**src/rtl/step_profile_gen.sv**
```systemverilog
// rtl/step_profile_gen.sv - queued stepper move generator with per-step linear period ramp
// Commands queue in a small FIFO; each move ramps the step period down, cruises, then ramps back up.

module spg_cmd_fifo #(
  parameter int W     = 8,
  parameter int DEPTH = 4
) (
  input  logic                     clk,
  input  logic                     rst,
  input  logic                     flush,
  input  logic                     push,
  input  logic [W-1:0]             push_data,
  input  logic                     pop,
  output logic [W-1:0]             head,
  output logic                     full,
  output logic                     empty,
  output logic [$clog2(DEPTH):0]   level
);
  localparam int AW = $clog2(DEPTH);

  logic [W-1:0]  mem [DEPTH];
  logic [AW-1:0] wr_ptr;
  logic [AW-1:0] rd_ptr;

  assign head  = mem[rd_ptr];
  assign full  = level[AW];
  assign empty = (level == '0);

  always_ff @(posedge clk) begin
    if (push) mem[wr_ptr] <= push_data;
  end

  always_ff @(posedge clk) begin
    if (rst || flush) begin
      wr_ptr <= '0;
      rd_ptr <= '0;
      level  <= '0;
    end else begin
      if (push) wr_ptr <= wr_ptr + 1'b1;
      if (pop)  rd_ptr <= rd_ptr + 1'b1;
      case ({push, pop})
        2'b10:   level <= level + 1'b1;
        2'b01:   level <= level - 1'b1;
        default: level <= level;
      endcase
    end
  end
endmodule

module step_profile_gen #(
  parameter int DIV_W      = 20,
  parameter int CNT_W      = 16,
  parameter int POS_W      = 32,
  parameter int DIV_START  = 125000,
  parameter int DIV_DEC    = 64,
  parameter int FIFO_DEPTH = 4,
  parameter int PULSE_W    = 100,
  parameter int DIR_SETUP  = 250
) (
  input  logic                          CLK_50MHZ,
  input  logic                          RST,
  input  logic                          cmd_valid,
  output logic                          cmd_ready,
  input  logic                          cmd_dir,
  input  logic [CNT_W-1:0]              cmd_steps,
  input  logic [DIV_W-1:0]              cmd_div_max,
  input  logic                          abort,
  output logic                          step,
  output logic                          dir,
  output logic [POS_W-1:0]              cur_position,
  output logic                          busy,
  output logic                          done,
  output logic [$clog2(FIFO_DEPTH):0]   fifo_level
);
  localparam int CMD_W = 1 + CNT_W + DIV_W;
  localparam int SET_W = $clog2(DIR_SETUP + 1);
  localparam logic [DIV_W-1:0] START    = DIV_W'(DIV_START);
  localparam logic [DIV_W-1:0] DEC      = DIV_W'(DIV_DEC);
  localparam logic [DIV_W-1:0] MIN_DIV  = DIV_W'(2 * PULSE_W);
  localparam logic [DIV_W-1:0] PW       = DIV_W'(PULSE_W);
  localparam logic [SET_W-1:0] SET_LAST = SET_W'(DIR_SETUP - 1);

  typedef enum logic [2:0] {IDLE, LOAD, SETUP, RUN, DONE} state_t;
  state_t state;

  logic             full, empty, pop, push;
  logic [CMD_W-1:0] head;
  logic             m_dir;
  logic [CNT_W-1:0] m_steps, remaining, ramp_cnt, rem_eff, next_ramp;
  logic [DIV_W-1:0] m_div, eff_max, divider, per_cnt, next_div;
  logic [DIV_W:0]   up_sum, dn_floor;
  logic [SET_W-1:0] set_cnt;
  logic             abort_pend;

  assign pop       = (state == IDLE) && !empty && !abort;
  assign cmd_ready = !abort && (!full || pop);
  assign push      = cmd_valid && cmd_ready;
  assign busy      = (state != IDLE);

  spg_cmd_fifo #(.W(CMD_W), .DEPTH(FIFO_DEPTH)) u_fifo (
    .clk       (CLK_50MHZ),
    .rst       (RST),
    .flush     (abort),
    .push      (push),
    .push_data ({cmd_dir, cmd_steps, cmd_div_max}),
    .pop       (pop),
    .head      (head),
    .full      (full),
    .empty     (empty),
    .level     (fifo_level)
  );

  // Abort shortens the move to just the steps needed to ramp back down.
  always_comb begin
    rem_eff = remaining;
    if ((abort_pend || abort) && (ramp_cnt < remaining)) rem_eff = ramp_cnt;
    up_sum    = {1'b0, divider} + {1'b0, DEC};
    dn_floor  = {1'b0, eff_max} + {1'b0, DEC};
    next_div  = divider;
    next_ramp = ramp_cnt;
    if (rem_eff <= ramp_cnt) begin
      next_div  = (up_sum > {1'b0, START}) ? START : up_sum[DIV_W-1:0];
      next_ramp = ramp_cnt - 1'b1;
    end else if (divider > eff_max) begin
      next_div  = ({1'b0, divider} > dn_floor) ? (divider - DEC) : eff_max;
      next_ramp = ramp_cnt + 1'b1;
    end
  end

  always_ff @(posedge CLK_50MHZ) begin
    if (RST) begin
      state        <= IDLE;
      step         <= 1'b0;
      dir          <= 1'b0;
      cur_position <= '0;
      done         <= 1'b0;
      m_dir        <= 1'b0;
      m_steps      <= '0;
      m_div        <= '0;
      eff_max      <= MIN_DIV;
      divider      <= START;
      per_cnt      <= '0;
      remaining    <= '0;
      ramp_cnt     <= '0;
      set_cnt      <= '0;
      abort_pend   <= 1'b0;
    end else begin
      done <= 1'b0;
      case (state)
        IDLE: begin
          if (!empty) begin
            if (abort) begin
              state <= DONE;
              done  <= 1'b1;
            end else begin
              {m_dir, m_steps, m_div} <= head;
              state <= LOAD;
            end
          end
        end
        LOAD: begin
          if (m_div < MIN_DIV)    eff_max <= MIN_DIV;
          else if (m_div > START) eff_max <= START;
          else                    eff_max <= m_div;
          divider    <= START;
          ramp_cnt   <= '0;
          remaining  <= m_steps;
          abort_pend <= 1'b0;
          set_cnt    <= '0;
          if ((m_steps == '0) || abort) begin
            state <= DONE;
            done  <= 1'b1;
          end else begin
            dir   <= m_dir;
            state <= SETUP;
          end
        end
        SETUP: begin
          if (abort) begin
            state <= DONE;
            done  <= 1'b1;
          end else if (set_cnt == SET_LAST) begin
            state        <= RUN;
            step         <= 1'b1;
            per_cnt      <= DIV_W'(1);
            remaining    <= remaining - 1'b1;
            cur_position <= m_dir ? cur_position + 1'b1 : cur_position - 1'b1;
          end else begin
            set_cnt <= set_cnt + 1'b1;
          end
        end
        RUN: begin
          if (abort) abort_pend <= 1'b1;
          if (per_cnt == PW) step <= 1'b0;
          if (per_cnt == divider) begin
            if (rem_eff == '0) begin
              state <= DONE;
              done  <= 1'b1;
            end else begin
              divider      <= next_div;
              ramp_cnt     <= next_ramp;
              remaining    <= rem_eff - 1'b1;
              step         <= 1'b1;
              per_cnt      <= DIV_W'(1);
              cur_position <= m_dir ? cur_position + 1'b1 : cur_position - 1'b1;
            end
          end else begin
            per_cnt <= per_cnt + 1'b1;
          end
        end
        DONE:    state <= IDLE;
        default: state <= IDLE;
      endcase
    end
  end
endmodule

```
**config.mk**
```make
export PLATFORM = sky130hd
export DESIGN_NAME = step_profile_gen
export DESIGN_NICKNAME = d
export VERILOG_FILES = /design/src/rtl/step_profile_gen.sv
export SDC_FILE = /design/constraint.sdc
export NUM_CORES = 1
export LEC_CHECK = 0
export CAP_MARGIN = 20
export CORE_ASPECT_RATIO = 1.25
export CORE_MARGIN = 1
export CORE_UTILIZATION = 45
export CTS_CLUSTER_DIAMETER = 60
export CTS_CLUSTER_SIZE = 25
export DETAILED_ROUTE_END_ITERATION = 6
export PLACE_DENSITY = 0.73
export SLEW_MARGIN = 25
export SYNTH_ARGS = -nofsm -noshare
export SYNTH_HDL_FRONTEND = slang
export SYNTH_SLANG_ARGS = --single-unit
```
**constraint.sdc**
```tcl
create_clock -name CLK_50MHZ -period 17.1 [get_ports CLK_50MHZ]
set_input_delay 3.42 -clock CLK_50MHZ [delete_from_list [all_inputs] [get_ports CLK_50MHZ]]
set_output_delay 3.42 -clock CLK_50MHZ [all_outputs]
set_load 0.005 [all_outputs]
```
==> run_summary.xml, run 1 <==
<?xml version="1.0" encoding="UTF-8"?>
<metrics>
  <group name="routing">
    <metric name="drc_errors" unit="">0</metric>
    <metric name="vias" unit="">14500</metric>
    <metric name="via_per_inst" unit="">5.75</metric>
    <metric name="detailedRoute.firstPassIterationCount" unit="">5</metric>
    <metric name="detailedRoute.firstIterationViolations" unit="">996</metric>
    <metric name="drt.antenna.violating_nets" unit="">0</metric>
    <metric name="wl" unit="mm">44.4</metric>
    <metric name="wire_per_inst" unit="µm">17.6</metric>
  </group>
  <group name="global_route">
    <metric name="grt_pass1_vias" unit="">14100</metric>
    <metric name="grt_antenna_before_repair" unit="">0</metric>
    <metric name="globalRoute.totalOverflow" unit="">0</metric>
    <metric name="grt_start_max_net_pins" unit="">82</metric>
    <metric name="grt_pass1_wl" unit="mm">72.9</metric>
    <metric name="grt_use_total" unit="%">21.3</metric>
  </group>
  <group name="worst_hold_path">
    <metric name="hold_class" unit="">flip-flop to flip-flop</metric>
  </group>
  <group name="cts">
    <metric name="clock_tree.root_cell" unit="">sky130_fd_sc_hd__clkbuf_16</metric>
    <metric name="post_cts.resized_instances" unit="">0</metric>
    <metric name="cts_tree" unit="">built</metric>
    <metric name="clkSlewWorstSetupHoldPaths" unit="ns">0.08</metric>
    <metric name="ctsLongestPathBuffers" unit="">3</metric>
    <metric name="ctsHtreeMaxLevel" unit="">1</metric>
    <metric name="worst_skew_pair.late_latency" unit="ns">0.59</metric>
    <metric name="post-cts-setup-buffer-count" unit="">0</metric>
    <metric name="cts_buf_count" unit="">27</metric>
    <metric name="numClockSinks" unit="">331</metric>
    <metric name="hold_buffer_count_at_cts" unit="">0</metric>
  </group>
  <group name="timing">
    <metric name="period_needed" unit="ns">9.23</metric>
    <metric name="final_min_period_over_clock_period" unit="%">54.0</metric>
    <metric name="clock-skew-final" unit="ns">0.0296</metric>
    <metric name="maxSlewViolCount" unit="">0</metric>
    <metric name="finalHoldViolations" unit="">0</metric>
    <metric name="total_of_endpoints_with_negative_setup_slack_in_the_final_report" unit="">0</metric>
    <metric name="hold_ws" unit="ns">0.476</metric>
    <metric name="unrepaired_setup_endpoints_after_global_routing" unit="">false</metric>
    <metric name="relative_max_transition_margin" unit="%">33.0</metric>
    <metric name="max_freq" unit="MHz">108</metric>
    <metric name="setup-tns-final" unit="ns">0</metric>
    <metric name="layout_setup_ws" unit="ns">7.87</metric>
    <metric name="worst-slew-pin-transition" unit="ns">1.00</metric>
  </group>
  <group name="power_and_ir_drop">
    <metric name="power.share.combinational" unit="%">10.6</metric>
    <metric name="worst_ir_drop_vdd" unit="V">0.000107</metric>
    <metric name="post-layout-total-power" unit="W">0.00173</metric>
    <metric name="power.switching_fraction" unit="%">27.8</metric>
    <metric name="total_leakage_power" unit="nW">7.42</metric>
    <metric name="power.internal" unit="W">0.00125</metric>
    <metric name="switching_power" unit="W">0.000482</metric>
    <metric name="power_per_cell_area" unit="mW/mm²">83.9</metric>
    <metric name="pwr-share-seq" unit="%">48.6</metric>
    <metric name="clock_power_share" unit="%">40.8</metric>
  </group>
  <group name="cells_and_area">
    <metric name="final_layout_size_suffix_gt1_share" unit="%">6.72</metric>
    <metric name="mostFrequentLayoutCells" unit="">sky130_fd_sc_hd__nand2_1 (252), sky130_fd_sc_hd__dfxtp_1 (182), sky130_fd_sc_hd__a21oi_1 (178), sky130_fd_sc_hd__edfxtp_1 (148), sky130_fd_sc_hd__nor2_1 (142)</metric>
    <metric name="antennaDiodeCount" unit="">0</metric>
    <metric name="final_common_cell" unit="">sky130_fd_sc_hd__nand2_1</metric>
    <metric name="finalNetCount" unit="">2129</metric>
    <metric name="fill_cell_instance_count_of_the_final_layout" unit="">3662</metric>
    <metric name="area_growth" unit="%">12.5</metric>
    <metric name="finished_cell_area" unit="mm²">0.0207</metric>
  </group>
  <group name="place">
    <metric name="post_detailed_placement_cell_area" unit="mm²">0.0196</metric>
    <metric name="final_estimated_routing_congestion_in_global_placement" unit="">0.901</metric>
    <metric name="count_of_input_and_output_buffers" unit="">80</metric>
    <metric name="dpl_wire_length" unit="mm">31.5</metric>
    <metric name="placement.setup.worst_slack" unit="ns">7.39</metric>
  </group>
  <group name="floorplanning">
    <metric name="width_of_the_die" unit="µm">183</metric>
    <metric name="core_area" unit="mm²">0.0402</metric>
    <metric name="start_util" unit="%">45.7</metric>
    <metric name="core.rowCount" unit="">82</metric>
    <metric name="io-pin-count" unit="">81</metric>
    <metric name="die_height" unit="µm">228</metric>
    <metric name="full_die_area" unit="mm²">0.0416</metric>
  </group>
  <group name="synth">
    <metric name="synth_seq_area_share" unit="%">44.1</metric>
    <metric name="synth_async_sr_flop_share" unit="%">0</metric>
    <metric name="number_of_storage_elements_in_the_synthesis_netlist" unit="">331</metric>
    <metric name="mappedNetlistArea" unit="mm²">0.0184</metric>
    <metric name="syn_nets" unit="">2092</metric>
    <metric name="synth_cells" unit="">1922</metric>
    <metric name="syn_avg_cell_area" unit="µm²">9.56</metric>
    <metric name="postSynth.topFlopCell" unit="">sky130_fd_sc_hd__dfxtp_1</metric>
    <metric name="synth_edf_count" unit="">148</metric>
    <metric name="synth.lib_cells_used.distinct" unit="">81</metric>
    <metric name="yosysWarnings" unit="">0</metric>
  </group>
  <group name="critical_path">
    <metric name="required_arrival_time_at_the_worst_endpoint" unit="ns">17.57</metric>
    <metric name="critical_path.reg2reg.endpoint" unit="">ramp_cnt[15]</metric>
    <metric name="timing.reg2reg.worst_path_depth" unit="">27</metric>
    <metric name="critical_path_peak_fanout" unit="">31</metric>
    <metric name="timing.reg2reg.setup_slack" unit="ns">9.89</metric>
    <metric name="worstSetupStartpointType" unit="">input port</metric>
    <metric name="worstReg2RegStart" unit="">remaining[6]</metric>
    <metric name="critical_path.startpoint" unit="">abort</metric>
    <metric name="critPathCapture" unit="">ramp_cnt[15]</metric>
    <metric name="cp-end-kind" unit="">flip-flop</metric>
    <metric name="criticalPathCategory" unit="">input port to flip-flop</metric>
    <metric name="arrival" unit="ns">9.69</metric>
  </group>
  <group name="run_status">
    <metric name="status" unit="">complete, no violations</metric>
  </group>
  <group name="job">
    <metric name="drv_cap" unit="">0</metric>
  </group>
</metrics>
==> critical path, cell delays in order <==
cell and delay (ns):
sky130_fd_sc_hd__clkdlybuf4s50_1 0.77, sky130_fd_sc_hd__nor2_1 0.09, sky130_fd_sc_hd__nor2_1 0.13, sky130_fd_sc_hd__and3_1 0.24, sky130_fd_sc_hd__nand2_1 0.52, sky130_fd_sc_hd__o21ai_0 0.47
sky130_fd_sc_hd__ha_1 0.31, sky130_fd_sc_hd__a21o_1 0.16, sky130_fd_sc_hd__a21oi_1 0.15, sky130_fd_sc_hd__nor2b_1 0.06, sky130_fd_sc_hd__o31ai_1 0.18, sky130_fd_sc_hd__a22oi_1 0.12
sky130_fd_sc_hd__buf_4 0.23, sky130_fd_sc_hd__inv_1 0.45, sky130_fd_sc_hd__ha_1 0.34, sky130_fd_sc_hd__a21o_1 0.18, sky130_fd_sc_hd__a21o_1 0.21, sky130_fd_sc_hd__a2111o_1 0.45
sky130_fd_sc_hd__nand3_1 0.12, sky130_fd_sc_hd__a31o_2 0.19, sky130_fd_sc_hd__o21ai_0 0.10, sky130_fd_sc_hd__a21oi_1 0.20, sky130_fd_sc_hd__xnor2_1 0.10, sky130_fd_sc_hd__and3_1 0.19
sky130_fd_sc_hd__o31a_1 0.27
==> sequential cells by signal, indices dropped and copies added (netlist names) <==
name           flops
u_fifo.mem       148
cur_position      32
divider           20
eff_max           20
m_div             20
per_cnt           20
m_steps           16
ramp_cnt          16
remaining         16
set_cnt            8
state              3
u_fifo.level       3
u_fifo.rd_ptr      2
u_fifo.wr_ptr      2
abort_pend         1
dir                1
done               1
m_dir              1
step               1
==> cell families after synthesis <==
logic type / after synthesis / synth area share, %
AO/OA/AOI/OAI: 439 / 15.0
XOR/XNOR: 126 / 6.01
adder cells (fa/ha/maj): 129 / 8.91
buffers and inverters: 177 / 3.79
flip-flops: 331 / 44.1
multiplexers: 48 / 5.15
AND/OR/NAND/NOR: 672 / 17.0
==> cell type report <==
class                           instances  area (µm²)  area share (%)
Clock inverter                         21         353            1.71
Sequential cell                       331        8110            39.2
Tap cell                              546         683            3.31
Inverter                               87         327            1.58
Multi-Input combinational cell       1414        9570            46.3
Clock buffer                           29         683            3.31
Timing Repair Buffer                   98         933            4.52
==> synthesized netlist by cell type, types with 31 or more instances <==
cell | instances | area (µm²)
sky130_fd_sc_hd__a21oi_1 | 178 | 891
sky130_fd_sc_hd__inv_1 | 87 | 327
sky130_fd_sc_hd__nor3_1 | 49 | 245
sky130_fd_sc_hd__dfxtp_1 | 183 | 3660
sky130_fd_sc_hd__xnor2_1 | 74 | 648
sky130_fd_sc_hd__nor2_1 | 143 | 537
sky130_fd_sc_hd__nand4_1 | 32 | 200
sky130_fd_sc_hd__mux4_2 | 37 | 833
sky130_fd_sc_hd__nand3_1 | 68 | 340
sky130_fd_sc_hd__nand2_1 | 252 | 946
sky130_fd_sc_hd__xor2_1 | 52 | 455
sky130_fd_sc_hd__ha_1 | 126 | 1580
sky130_fd_sc_hd__a21o_1 | 35 | 263
sky130_fd_sc_hd__and3_1 | 31 | 194
sky130_fd_sc_hd__o21ai_0 | 90 | 450
sky130_fd_sc_hd__edfxtp_1 | 148 | 4440
sky130_fd_sc_hd__clkbuf_1 | 65 | 244
==> stage by stage <==
step           std cells  util (%)
5_1_grt             2526      51.4
3_3_place_gp        2476      48.8
2_1_floorplan       1922         -
4_1_cts             2526      51.4
3_5_place_dp        2476      48.8
6_report            2526      51.4
==> metal layers <==
layer	up-vias	part of all wire (%)	GRT usage (%)
met5	-	0	0
met4	0	3.4	8.25
met3	99	4.9	2.68
met2	384	48	36.2
met1	6975	43	27.6
li1	7070	-	-
==> power by group through the flow <==
stage | Clock, W | Combinational, W | Sequential [W]
after floorplan | 0 | 0.000133 | 0.000857
after global placement | 0 | 0.000176 | 0.000860
after detailed placement | 0 | 0.000181 | 0.000861
after CTS | 0.000721 | 0.000182 | 0.000842
after global routing | 0.000751 | 0.000203 | 0.000844
final | 0.000707 | 0.000183 | 0.000843
==> worst min path at each step <==
stage	startpoint	cells after the start	to	slack, ns
3_3_place_gp	cur_position[8]	2	cur_position[8]	0.46
4_1_cts	m_div[0]	2	m_div[0]	0.48
5_1_grt	cur_position[5]	2	cur_position[5]	0.50
6_report	m_div[0]	2	m_div[0]	0.48
2_1_floorplan	abort_pend	2	abort_pend	0.44
3_5_place_dp	cur_position[8]	2	cur_position[8]	0.47
Power figures use the tool's default switching activity.
==> run 2: changes to the inputs <==
- clock period: 17.1 -> 9.3 ns (I/O delays scaled with it)
==> run_summary.xml, run 2 (same netlist as run 1, synthesis figures left out) <==
<?xml version="1.0" encoding="UTF-8"?>
<metrics>
  <group name="critical_path">
    <metric name="critical_path.slowest_cell" unit="">sky130_fd_sc_hd__clkdlybuf4s50_1</metric>
    <metric name="timing.critical_path.max_delay_family" unit="">compound AO/OA/AOI/OAI gates</metric>
    <metric name="arrival" unit="ns">7.89</metric>
    <metric name="required_arrival_time_at_the_worst_endpoint" unit="ns">9.76</metric>
    <metric name="criticalPathCategory" unit="">input port to flip-flop</metric>
    <metric name="sequence_of_cells_on_the_critical_path" unit="">clkdlybuf4s50_1 -&gt; nor2_1 -&gt; nor2_1 -&gt; and3_1 -&gt; nand2_1 -&gt; o21ai_0 -&gt; ha_1 -&gt; a21o_1 -&gt; a21oi_1 -&gt; nor2b_1 -&gt; o31ai_1 -&gt; a22oi_1 -&gt; inv_1 -&gt; ha_1 -&gt; a21o_1 -&gt; a21o_1 -&gt; a2111o_1 -&gt; nand3_1 -&gt; a31o_2 -&gt; o21ai_0 -&gt; a21oi_1 -&gt; xnor2_1 -&gt; and3_1 -&gt; o31a_1</metric>
    <metric name="critical_path.startpoint" unit="">abort</metric>
    <metric name="cp-end-kind" unit="">flip-flop</metric>
    <metric name="cpPeakStageDelay" unit="ns">0.77</metric>
    <metric name="worstReg2RegStart" unit="">remaining[7]</metric>
    <metric name="critical_path_peak_fanout" unit="">31</metric>
    <metric name="crit_top_cell" unit="">sky130_fd_sc_hd__a21o_1</metric>
    <metric name="worstSetupStartpointType" unit="">input port</metric>
    <metric name="timing.critical_path.buf_inv" unit="">2</metric>
  </group>
  <group name="global_route">
    <metric name="grt_pass1_wl" unit="mm">73.0</metric>
    <metric name="globalRoute.totalOverflow" unit="">0</metric>
    <metric name="grt_antenna_before_repair" unit="">0</metric>
    <metric name="grt_use_total" unit="%">21.4</metric>
    <metric name="grt_pass1_vias" unit="">14200</metric>
    <metric name="grt_start_max_net_pins" unit="">62</metric>
  </group>
  <group name="place">
    <metric name="place.detailed.instances" unit="">2475</metric>
    <metric name="dpl_wire_length" unit="mm">31.1</metric>
    <metric name="final_estimated_routing_congestion_in_global_placement" unit="">0.883</metric>
    <metric name="count_of_input_and_output_buffers" unit="">80</metric>
  </group>
  <group name="routing">
    <metric name="vias" unit="">14400</metric>
    <metric name="drt.antenna.violating_nets" unit="">0</metric>
    <metric name="wl" unit="mm">43.8</metric>
    <metric name="wire_per_inst" unit="µm">17.3</metric>
    <metric name="via_per_inst" unit="">5.68</metric>
    <metric name="detailedRoute.firstPassIterationCount" unit="">5</metric>
    <metric name="drc_errors" unit="">0</metric>
    <metric name="detailedRoute.firstIterationViolations" unit="">1059</metric>
  </group>
  <group name="timing">
    <metric name="unrepaired_setup_endpoints_after_global_routing" unit="">false</metric>
    <metric name="setup-tns-final" unit="ns">0</metric>
    <metric name="max_freq" unit="MHz">135</metric>
    <metric name="relative_max_transition_margin" unit="%">34.0</metric>
    <metric name="worst-slew-pin-transition" unit="ns">0.990</metric>
    <metric name="finalHoldViolations" unit="">0</metric>
    <metric name="total_of_endpoints_with_negative_setup_slack_in_the_final_report" unit="">0</metric>
    <metric name="period_needed" unit="ns">7.42</metric>
    <metric name="final_min_period_over_clock_period" unit="%">79.8</metric>
    <metric name="maxSlewViolCount" unit="">0</metric>
    <metric name="clock-skew-final" unit="ns">0.0211</metric>
  </group>
  <group name="cts">
    <metric name="worst_skew_pair.late_latency" unit="ns">0.58</metric>
    <metric name="ctsHtreeMaxLevel" unit="">1</metric>
    <metric name="clkSlewWorstSetupHoldPaths" unit="ns">0.08</metric>
    <metric name="post-cts-setup-buffer-count" unit="">0</metric>
    <metric name="numClockSinks" unit="">331</metric>
    <metric name="cts_tree" unit="">built</metric>
    <metric name="cts_buf_count" unit="">29</metric>
    <metric name="ctsLongestPathBuffers" unit="">3</metric>
    <metric name="post_cts.resized_instances" unit="">0</metric>
    <metric name="hold_buffer_count_at_cts" unit="">0</metric>
    <metric name="clock_tree.root_cell" unit="">sky130_fd_sc_hd__clkbuf_16</metric>
  </group>
  <group name="floorplanning">
    <metric name="core.rowCount" unit="">82</metric>
    <metric name="core_area" unit="mm²">0.0402</metric>
    <metric name="io-pin-count" unit="">81</metric>
    <metric name="width_of_the_die" unit="µm">183</metric>
    <metric name="full_die_area" unit="mm²">0.0416</metric>
    <metric name="start_util" unit="%">45.7</metric>
    <metric name="die_height" unit="µm">228</metric>
  </group>
  <group name="cells_and_area">
    <metric name="antennaDiodeCount" unit="">0</metric>
    <metric name="mostFrequentLayoutCells" unit="">sky130_fd_sc_hd__nand2_1 (252), sky130_fd_sc_hd__dfxtp_1 (182), sky130_fd_sc_hd__a21oi_1 (178), sky130_fd_sc_hd__edfxtp_1 (148), sky130_fd_sc_hd__nor2_1 (142)</metric>
    <metric name="finalNetCount" unit="">2130</metric>
    <metric name="fin_util" unit="%">51.6</metric>
    <metric name="largest_register_ffs" unit="">148</metric>
    <metric name="largestRegisters" unit="">u_fifo.mem (148), cur_position (32)</metric>
    <metric name="largest-register" unit="">u_fifo.mem</metric>
    <metric name="final_layout_size_suffix_gt1_share" unit="%">6.81</metric>
    <metric name="final_common_cell" unit="">sky130_fd_sc_hd__nand2_1</metric>
    <metric name="area_growth" unit="%">12.9</metric>
    <metric name="post_layout_nonfiller_instances" unit="">2527</metric>
  </group>
  <group name="run_status">
    <metric name="status" unit="">complete, no violations</metric>
  </group>
  <group name="power_and_ir_drop">
    <metric name="worst_ir_drop_vdd" unit="V">0.000191</metric>
    <metric name="post-layout-total-power" unit="W">0.00324</metric>
    <metric name="total_leakage_power" unit="nW">7.45</metric>
    <metric name="power_per_cell_area" unit="mW/mm²">156</metric>
  </group>
  <group name="worst_hold_path">
    <metric name="worst_min_delay_path_startpoint" unit="">m_div[2]</metric>
    <metric name="hold_class" unit="">flip-flop to flip-flop</metric>
  </group>
  <group name="job">
    <metric name="drv_cap" unit="">0</metric>
  </group>
</metrics>
run 2: cell count changes in the layout (fill, tap and decap cells not counted), sizes merged:
cell | previous run | this run
buf | 19 | 18
clkinv | 7 | 8
clkinvlp | 0 | 1
run 2: metrics by stage:
stage | instance area (µm²) | setup WS (ns) | hold slack (ns)
2_1_floorplan | 18400 | 2.41 | 0.437
3_3_place_gp | 19600 | 1.51 | 0.456
3_5_place_dp | 19600 | 1.35 | 0.461
4_1_cts | 20700 | 1.94 | 0.471
5_1_grt | 20700 | 1.34 | 0.491
6_report | 20700 | 1.88 | 0.475
run 2: report_power, final:
group	total (W)	internal, W	leakage, nW	switching [W]
Combinational	0.000336	0.000133	4.10	0.000203
Clock	0.00136	0.000675	0.529	0.000684
Sequential	0.00155	0.00153	2.82	0.0000140
Total	0.00324	0.00234	7.45	0.000901
run 2: metal layers:
metal  vias to the layer above  wire (µm)  global-route usage (%)
met5                         -          0                       0
met1                      6859      18900                    27.6
met3                        77       2180                    3.02
met2                       357      21300                    36.2
met4                         0       1410                    8.35
li1                       7058          -                       -
run 2: worst register-to-register path, stage by stage (launching register included):
cell                       delay, ns
sky130_fd_sc_hd__dfxtp_1        0.41
sky130_fd_sc_hd__inv_1          0.13
sky130_fd_sc_hd__ha_1           0.33
sky130_fd_sc_hd__o21ai_0        0.14
sky130_fd_sc_hd__nor4b_1        0.70
sky130_fd_sc_hd__o311ai_2       0.26
sky130_fd_sc_hd__nand2_1        0.71
sky130_fd_sc_hd__o21ai_0        0.26
sky130_fd_sc_hd__ha_1           0.35
sky130_fd_sc_hd__a21o_1         0.16
sky130_fd_sc_hd__a21oi_1        0.13
sky130_fd_sc_hd__nor2b_1        0.06
sky130_fd_sc_hd__o31ai_1        0.19
sky130_fd_sc_hd__a22oi_1        0.15
sky130_fd_sc_hd__inv_1          0.47
sky130_fd_sc_hd__ha_1           0.35
sky130_fd_sc_hd__a21o_1         0.18
sky130_fd_sc_hd__a21o_1         0.22
sky130_fd_sc_hd__a2111o_1       0.44
sky130_fd_sc_hd__nand3_1        0.12
sky130_fd_sc_hd__a31o_2         0.20
sky130_fd_sc_hd__o21ai_0        0.09
sky130_fd_sc_hd__a21oi_1        0.18
sky130_fd_sc_hd__xnor2_1        0.10
sky130_fd_sc_hd__and3_1         0.20
sky130_fd_sc_hd__o31a_1         0.27
run 2: worst paths after layout:
path                  end  slack (ns)  cells past startpoint
max          ramp_cnt[15]        1.88                     24
min              m_div[2]        0.47                      2
max reg2reg  ramp_cnt[15]        2.39                     25
min reg2reg      m_div[2]        0.47                      2
run 2: layout make-up:
cell class | count | area, µm²
clock inverters | 23 | 394
repair buffers | 97 | 926
inverters | 87 | 327
well taps | 546 | 683
multi-input cells | 1414 | 9570
clock buffers | 29 | 726
flip-flops and latches | 331 | 8110
fillers | 3691 | 19500
==> run 3: changes to the inputs <==
- clock period: 9.3 -> 7.2 ns (I/O delays scaled with it)
==> run_summary.xml, run 3 (same netlist as run 1, synthesis figures left out) <==
<?xml version="1.0" encoding="UTF-8"?>
<metrics>
  <group name="run_status">
    <metric name="status" unit="">complete, no violations</metric>
  </group>
  <group name="power_and_ir_drop">
    <metric name="worst_ir_drop_vdd" unit="V">0.000211</metric>
    <metric name="power_per_cell_area" unit="mW/mm²">200</metric>
    <metric name="total_leakage_power" unit="nW">7.46</metric>
  </group>
  <group name="cts">
    <metric name="post-cts-setup-buffer-count" unit="">0</metric>
    <metric name="clock_tree.root_cell" unit="">sky130_fd_sc_hd__clkbuf_16</metric>
    <metric name="cts_buf_count" unit="">28</metric>
    <metric name="cts_tree" unit="">built</metric>
    <metric name="clkSlewWorstSetupHoldPaths" unit="ns">0.09</metric>
    <metric name="post_cts.resized_instances" unit="">0</metric>
    <metric name="ctsLongestPathBuffers" unit="">3</metric>
    <metric name="ctsHtreeMaxLevel" unit="">1</metric>
    <metric name="numClockSinks" unit="">331</metric>
    <metric name="worst_skew_pair.late_latency" unit="ns">0.58</metric>
    <metric name="hold_buffer_count_at_cts" unit="">0</metric>
  </group>
  <group name="timing">
    <metric name="layout_setup_ws" unit="ns">0.991</metric>
    <metric name="period_needed" unit="ns">6.21</metric>
    <metric name="unrepaired_setup_endpoints_after_global_routing" unit="">false</metric>
    <metric name="max_freq" unit="MHz">161</metric>
    <metric name="maxSlewViolCount" unit="">0</metric>
    <metric name="finalHoldViolations" unit="">0</metric>
    <metric name="relative_max_transition_margin" unit="%">33.3</metric>
    <metric name="final_min_period_over_clock_period" unit="%">86.2</metric>
    <metric name="setup-tns-final" unit="ns">0</metric>
    <metric name="clock-skew-final" unit="ns">0.0282</metric>
    <metric name="worst-slew-pin-transition" unit="ns">1.00</metric>
    <metric name="total_of_endpoints_with_negative_setup_slack_in_the_final_report" unit="">0</metric>
  </group>
  <group name="routing">
    <metric name="drc_errors" unit="">0</metric>
    <metric name="detailedRoute.firstPassIterationCount" unit="">5</metric>
    <metric name="detailedRoute.firstIterationViolations" unit="">1087</metric>
    <metric name="wl" unit="mm">44.1</metric>
    <metric name="drt.antenna.violating_nets" unit="">0</metric>
    <metric name="via_per_inst" unit="">5.73</metric>
    <metric name="vias" unit="">14500</metric>
    <metric name="wire_per_inst" unit="µm">17.4</metric>
  </group>
  <group name="cells_and_area">
    <metric name="final_layout_size_suffix_gt1_share" unit="%">7.00</metric>
    <metric name="final_common_cell" unit="">sky130_fd_sc_hd__nand2_1</metric>
    <metric name="regArea" unit="mm²">0.00811</metric>
    <metric name="largest_register_ffs" unit="">148</metric>
    <metric name="mostFrequentLayoutCells" unit="">sky130_fd_sc_hd__nand2_1 (252), sky130_fd_sc_hd__dfxtp_1 (182), sky130_fd_sc_hd__a21oi_1 (178), sky130_fd_sc_hd__edfxtp_1 (148), sky130_fd_sc_hd__nor2_1 (142)</metric>
    <metric name="area_growth" unit="%">12.8</metric>
    <metric name="finalNetCount" unit="">2134</metric>
    <metric name="fill_cell_instance_count_of_the_final_layout" unit="">3609</metric>
    <metric name="largestRegisters" unit="">u_fifo.mem (148), cur_position (32)</metric>
    <metric name="multi_input_logic_area" unit="mm²">0.00957</metric>
    <metric name="post_layout_nonfiller_instances" unit="">2531</metric>
    <metric name="antennaDiodeCount" unit="">0</metric>
    <metric name="largest-register" unit="">u_fifo.mem</metric>
  </group>
  <group name="global_route">
    <metric name="globalRoute.totalOverflow" unit="">0</metric>
    <metric name="grt_pass1_vias" unit="">14500</metric>
    <metric name="grt_use_total" unit="%">21.3</metric>
    <metric name="grt_pass1_wl" unit="mm">73.1</metric>
    <metric name="global_route.peak_usage_layer" unit="">met2</metric>
    <metric name="groute.layer.met3.usage" unit="%">2.43</metric>
    <metric name="grt_start_max_net_pins" unit="">63</metric>
    <metric name="grt_antenna_before_repair" unit="">0</metric>
    <metric name="grt_use_met1" unit="%">27.1</metric>
    <metric name="use_met2" unit="%">37.2</metric>
  </group>
  <group name="critical_path">
    <metric name="required_arrival_time_at_the_worst_endpoint" unit="ns">7.67</metric>
    <metric name="critical_path_peak_fanout" unit="">31</metric>
    <metric name="cpPeakStageDelay" unit="ns">0.71</metric>
    <metric name="crit_top_cell" unit="">sky130_fd_sc_hd__a21o_1</metric>
    <metric name="worstSetupStartpointType" unit="">flip-flop</metric>
    <metric name="criticalPathCategory" unit="">flip-flop to flip-flop</metric>
    <metric name="timing.critical_path.buf_inv" unit="">3</metric>
    <metric name="arrival" unit="ns">6.68</metric>
    <metric name="cp-end-kind" unit="">flip-flop</metric>
    <metric name="critical_path.slowest_cell" unit="">sky130_fd_sc_hd__nor4b_1</metric>
    <metric name="timing.critical_path.max_delay_family" unit="">compound AO/OA/AOI/OAI gates</metric>
  </group>
  <group name="floorplanning">
    <metric name="full_die_area" unit="mm²">0.0416</metric>
    <metric name="die_height" unit="µm">228</metric>
    <metric name="core.rowCount" unit="">82</metric>
    <metric name="core_area" unit="mm²">0.0402</metric>
    <metric name="width_of_the_die" unit="µm">183</metric>
    <metric name="start_util" unit="%">45.7</metric>
    <metric name="io-pin-count" unit="">81</metric>
  </group>
  <group name="place">
    <metric name="count_of_input_and_output_buffers" unit="">80</metric>
    <metric name="dpl_wire_length" unit="mm">31.0</metric>
    <metric name="final_estimated_routing_congestion_in_global_placement" unit="">0.928</metric>
    <metric name="place.detailed.instances" unit="">2480</metric>
    <metric name="placement.setup.worst_slack" unit="ns">0.592</metric>
  </group>
  <group name="job">
    <metric name="drv_cap" unit="">0</metric>
  </group>
  <group name="worst_hold_path">
    <metric name="hold_class" unit="">flip-flop to flip-flop</metric>
  </group>
</metrics>
[run 3: path summary, 6_finish.rpt]
| kind | startpoint | end | slack [ns] | cells past startpoint |
|---|---|---|---|---|
| worst max-delay path | remaining[2] | ramp_cnt[15] | 0.99 | 27 |
| worst min-delay path | m_div[1] | m_div[1] | 0.47 | 2 |
| worst max register to register | remaining[2] | ramp_cnt[15] | 0.99 | 27 |
| worst min register to register | m_div[1] | m_div[1] | 0.47 | 2 |
[run 3: worst reg2reg max path, stage by stage, from the launching register on]
cell and delay, ns:
sky130_fd_sc_hd__dfxtp_1 0.47, sky130_fd_sc_hd__inv_1 0.10, sky130_fd_sc_hd__ha_1 0.30, sky130_fd_sc_hd__o21a_1 0.12, sky130_fd_sc_hd__nor2_1 0.05, sky130_fd_sc_hd__nor4b_1 0.72
sky130_fd_sc_hd__o311ai_2 0.27, sky130_fd_sc_hd__nand2_1 0.12, sky130_fd_sc_hd__buf_4 0.28, sky130_fd_sc_hd__nand2_1 0.10, sky130_fd_sc_hd__o21ai_0 0.08, sky130_fd_sc_hd__ha_1 0.27
sky130_fd_sc_hd__a21o_1 0.18, sky130_fd_sc_hd__a21o_1 0.17, sky130_fd_sc_hd__a211oi_1 0.26, sky130_fd_sc_hd__a22oi_1 0.15, sky130_fd_sc_hd__inv_1 0.23, sky130_fd_sc_hd__ha_1 0.28
sky130_fd_sc_hd__a21o_1 0.18, sky130_fd_sc_hd__a21o_1 0.21, sky130_fd_sc_hd__a2111o_1 0.43, sky130_fd_sc_hd__nand3_1 0.11, sky130_fd_sc_hd__a31o_2 0.19, sky130_fd_sc_hd__o21ai_0 0.08
sky130_fd_sc_hd__a21oi_1 0.18, sky130_fd_sc_hd__xnor2_1 0.11, sky130_fd_sc_hd__and3_1 0.20, sky130_fd_sc_hd__o31a_1 0.26
[run 3: layout make-up]
cell class                 instances  area share, %
timing repair buffer             102           4.65
tap                              546           3.30
inverter                          87           1.58
clock buffer                      30           3.52
multi-input combinational       1414           46.2
sequential                       331           39.1
clock inverter                    21           1.61
[run 3: metrics by stage]
step	hold WS [ns]	cell area, µm²	power [W]	utilization (%)
after global routing	0.499	20700	0.00430	51.5
after detailed placement	0.461	19700	0.00248	48.9
after floorplan	0.437	18400	0.00235	-
after CTS	0.475	20700	0.00417	51.5
after global placement	0.458	19700	0.00246	48.9
final	0.473	20700	0.00415	51.5
[run 3: per-layer routing]
metal  vias up  wire (µm)
met5         -          0
met4         0       1160
met3        73       1920
met2       375      21900
met1      6990      19100
li1       7066          -
[run 3: power by group]
group,internal (W),total [W],switching [W],leakage [nW]
sequential,0.00198,0.00200,0.0000174,2.82
clock,0.000831,0.00170,0.000874,0.515
combinational,0.000177,0.000441,0.000265,4.12
